[src/rtl/f_final.sv]
// -----------------------------------------------------------------------------
// f_final
//   Free-running two-digit BCD counter (00..99) with built-in seven-segment
//   decoding. It drives a two-digit common-cathode display directly.
//   A prescaler divides the clock so the count advances once every DIV
//   rising edges. Counting starts from 00 after reset is released.
//
// Parameters
//   DIV  clock cycles per count step (prescaler terminal count), legal >= 1
//
// Ports
//   clk  input   1   system clock; all state updates on the rising edge
//   rst  input   1   asynchronous active-low reset
//   s    output  14  segments, active-high {a,b,c,d,e,f,g} per digit:
//                    s[13:7] = tens digit, s[6:0] = ones digit
// -----------------------------------------------------------------------------
module f_final #(
  parameter int DIV = 1
) (
  input  logic        clk,
  input  logic        rst,
  output logic [13:0] s
);

  // The prescaler is at least one bit wide so DIV=1 still gives a legal vector.
  localparam int PW = (DIV > 1) ? $clog2(DIV) : 1;
  localparam logic [PW-1:0] LP_TERM = PW'(DIV - 1);

  logic [PW-1:0] r_pre;
  logic [3:0]    r_ones;
  logic [3:0]    r_tens;
  logic          w_step;

  // Step pulse on the same edge that the prescaler wraps back to zero.
  assign w_step = (r_pre == LP_TERM);

  // NOTE: sequential state uses non-blocking assignments so every register
  // samples the pre-edge values; the reset branch is in the sensitivity list
  // so the display clears the moment rst falls, without waiting for clk.
  always_ff @(posedge clk or negedge rst) begin
    if (!rst) begin
      r_pre  <= '0;
      r_ones <= 4'd0;
      r_tens <= 4'd0;
    end else begin
      r_pre <= w_step ? '0 : r_pre + PW'(1);
      if (w_step) begin
        if (r_ones == 4'd9) begin
          r_ones <= 4'd0;
          // 99 wraps to 00 with no stall and no carry-out.
          r_tens <= (r_tens == 4'd9) ? 4'd0 : r_tens + 4'd1;
        end else begin
          r_ones <= r_ones + 4'd1;
        end
      end
    end
  end

  // Seven-segment decode, order {a,b,c,d,e,f,g}, a = MSB.
  function automatic logic [6:0] seg7(input logic [3:0] digit);
    logic [6:0] code;
    // NOTE: the default arm assigns every input value, so this decode is pure
    // combinational logic; it also blanks the unreachable codes 10..15.
    case (digit)
      4'd0:    code = 7'b1111110;
      4'd1:    code = 7'b0110000;
      4'd2:    code = 7'b1101101;
      4'd3:    code = 7'b1111001;
      4'd4:    code = 7'b0110011;
      4'd5:    code = 7'b1011011;
      4'd6:    code = 7'b1011111;
      4'd7:    code = 7'b1110000;
      4'd8:    code = 7'b1111111;
      4'd9:    code = 7'b1111011;
      default: code = 7'b0000000;
    endcase
    return code;
  endfunction

  // No leading-zero blanking: the tens digit is always shown.
  always_comb begin
    s = {seg7(r_tens), seg7(r_ones)};
  end

endmodule

[config.mk]
export PLATFORM = sky130hd
export DESIGN_NAME = f_final
export DESIGN_NICKNAME = d
export VERILOG_FILES = /design/src/rtl/f_final.sv
export SDC_FILE = /design/constraint.sdc
export NUM_CORES = 1
export LEC_CHECK = 0
export ABC_AREA = 1
export CAP_MARGIN = 20
export CORE_MARGIN = 4
export CORE_UTILIZATION = 50
export CTS_CLUSTER_DIAMETER = 120
export DETAILED_ROUTE_END_ITERATION = 12
export GPL_ROUTABILITY_DRIVEN = 0
export PLACE_DENSITY = 0.79
export SLEW_MARGIN = 20
export SYNTH_ARGS = -nofsm -noshare
export SYNTH_HDL_FRONTEND = slang
export SYNTH_SLANG_ARGS = --single-unit
[constraint.sdc]
create_clock -name clk -period 2 [get_ports clk]
set_clock_uncertainty 0.15 [all_clocks]
set_input_delay 0.3 -clock clk [delete_from_list [all_inputs] [get_ports clk]]
set_output_delay 0.3 -clock clk [all_outputs]
set_load 0.02 [all_outputs]
==> impl_metrics.toml <==
[clock_network]
tritoncts = "yes"
cts-buffers-inserted = 3
clockBufferDepth = 2
cts_root_buf = "clkbuf_4"
clock_latency_ns = 0.26
cts_hold_buf = 0
clk_pin_slew_worst_paths_ns = 0.06
cts_sinks = 8
htree_num_levels = 1

[placed_design]
dp.cells = 156
io_buffers = 15
hpwl_microns = 1382
place_area_sq_um = 1095

[final_layout]
finalInstanceArea_sq_um = 1070
diodes = 0
num-fill-cells = 128
fin_cells = 160
drive_above_1_share_pct = 35.42
final_nets = 163
area_delta_synth_final_pct = 31.14

[timing]
drv_slew = 0
finalSetupViolCount = 0
hold_viol = 0
relSlewSlack_pct = 76.50
finalCritPeriodShare_pct = 96.19
fin_crit_ns = 1.924
clock.fmax_mhz = 519.8
rsz0062_at_grt = "false"
worst_hold_slack_ns = 0.1651
worst_pin_slew_ns = 0.3514

[floorplanning]
core-area_sq_um = 1524
fp.dieArea_sq_um = 2342
io_pins = 16
die_h_microns = 48.39
die_w_microns = 48.39
initial_core_util_pct = 53.53
placementRows = 14

[pwr]
ir_drop_mv = 0.3405
switching_share_pct = 20.76
leakage_uw = 0.0005829
internal_power_uw = 232.5
clkPwrFrac_pct = 43.2
power_density_nw_per_um2 = 274.3
switchingPower_uw = 60.93
p_comb_share_pct = 1.6
power_uw = 293.5
p_seq_share_pct = 55.2

[detailed_routing]
firstDrtPassIters = 3
via_per_inst = 5.056
drt_iter0_drc = 3
via_count = 809
routed_wl_microns = 1809
post_drt_wl_per_cell_microns = 11.31
ant_nets = 0
drc = 0

[synth]
synth_seq_cells = 8
yosys.cell_types.count = 20
synth-seq-area-share_pct = 24.54
ys_warn_count = 0
netlist_area_sq_um = 815.8
postSynthAreaPerCell_sq_um = 7.416
synth_cells = 110
syn-num-nets = 127

[outcome]
status = "completed"

[worst_setup_path]
start_kind = "register"
slowest_delay_ns = 0.39
cp_common_cell = "nand2_1"
cp_num_buf_inv = 3
worst_ep_arrival_time_ns = 1.47
cp.required_ns = 1.55
crit_slowest_cell = "dfrtp_1"
cpLargestDelayFamily = "flip-flops"
r2r_start = "r_ones[0]"
cp-startpoint = "r_tens[0]"
crit_chain = "buf_4 -> inv_2 -> ha_1 -> nand2_2 -> nand2_1 -> nand2_1 -> nand2_1 -> buf_2"
end_kind = "output pin"
critPathMaxFanout = 4
critPathKind = "reg2out"

[global_route]
grt_pass1_vias = 727
grt_pass1_wl_microns = 2994
globalRouteTotalUtil_pct = 15.24
grt_max_degree = 12
antenna_found_initial = 0
grt_overflow_total = 0

[run]
drv_cap = 0

[worst_hold_path]
hold_class = "in2async"
layout make-up:
| type | instances | area [sq um] | area share (%) |
|---|---|---|---|
| multi-input cells | 88 | 555.5 | 51.93 |
| flip-flops and latches | 8 | 200.2 | 18.71 |
| well taps | 16 | 20.02 | 1.871 |
| inverters | 13 | 53.80 | 5.029 |
| clock buffers | 3 | 22.52 | 2.105 |
| repair buffers | 32 | 217.7 | 20.35 |
flip-flops by register name, indices dropped and copies added (netlist names):
name / flops
r_ones: 4
r_tens: 4
power by group through the flow:
stage	Sequential, uW	Combinational (uW)	Clock, uW
2_1_floorplan	165	0.000342	0
3_3_place_gp	165	4.83	0
3_5_place_dp	165	4.97	0
4_1_cts	162	4.97	132
5_1_grt	162	5.53	137
6_report	162	4.64	127
worst reg2reg max path, delay by kind of cell, from the launching register on:
| kind | cells | cell delay [ns] |
|---|---|---|
| adders and majority gates | 1 | 0.24 |
| buffers and inverters | 3 | 0.37 |
| and+or+nand+nor | 2 | 0.22 |
| DFF | 1 | 0.39 |
| AOI/OAI and AO/OA | 1 | 0.07 |
kinds of logic (layout without fill, tap and decap cells):
logic type / after synthesis / after routing / share of synthesized area, %
flops: 8 / 8 / 24.54
xor+xnor: 3 / 3 / 3.221
compound gates: 15 / 15 / 10.89
simple gates: 55 / 55 / 30.37
buf+inv: 14 / 48 / 7.975
fa+ha+maj: 15 / 15 / 23.01
per-stage QoR:
stage	worst slack, ns	setup TNS, ns	util, %
after global placement	-0.05360	-0.1737	71.84
after detailed placement	-0.09721	-0.3896	71.84
after CTS	-0.0003604	-0.0003604	72.82
after global routing	0.0008661	0	70.20
final	0.07615	0	70.20
after floorplan	0.1576	0	-
layer usage:
metal	part of all wire, %	GRT usage [%]	vias up
li1	-	-	419
met4	1.2	6.912	0
met1	50	20.50	373
met2	46	24.35	13
met5	0	0	-
met3	2.3	1.534	4
cell usage in the layout (no fill, tap or decap), types with 2 or more instances in the layout:
master    instances
clkbuf_4          3
buf_2             9
clkbuf_2          2
nand3_1           6
o21ai_1           4
nand2_2           4
inv_1             6
ha_1             15
dfrtp_1           8
inv_4             2
nor2_1            9
nor2_2            3
o22ai_1           2
inv_2             5
nand2_1          31
o21ai_0           7
xor2_1            2
buf_4            19
worst paths after layout:
path / endpoint / slack [ns] / depth (start not counted)
max in group asynchronous: r_tens[2] / 1.28 / 1
min in group clk: r_tens[2] / 0.50 / 2
setup / recovery: s[10] / 0.08 / 8
setup reg to reg: r_tens[2] / 0.45 / 7
hold / removal: r_tens[1] / 0.17 / 1
hold reg to reg: r_tens[2] / 0.50 / 2
Yosys cell counts, drive strengths merged:
cell type,instances,area (sq um)
buf,1,11.26
dfrtp,8,200.2
ha,15,187.7
inv,13,53.80
nand2,36,150.2
nand3,7,47.55
nor2,12,50.05
o21ai,12,63.81
o22ai,3,25.02
xnor2,1,8.760
xor2,2,17.52
repair_timing:
action	CTS	global route
hold endpoints to repair	0	0
endpoints found under the setup margin	14	13
resized for setup	46	17
setup buffers	1	0
No activity file was read; power rests on OpenSTA's default activity.
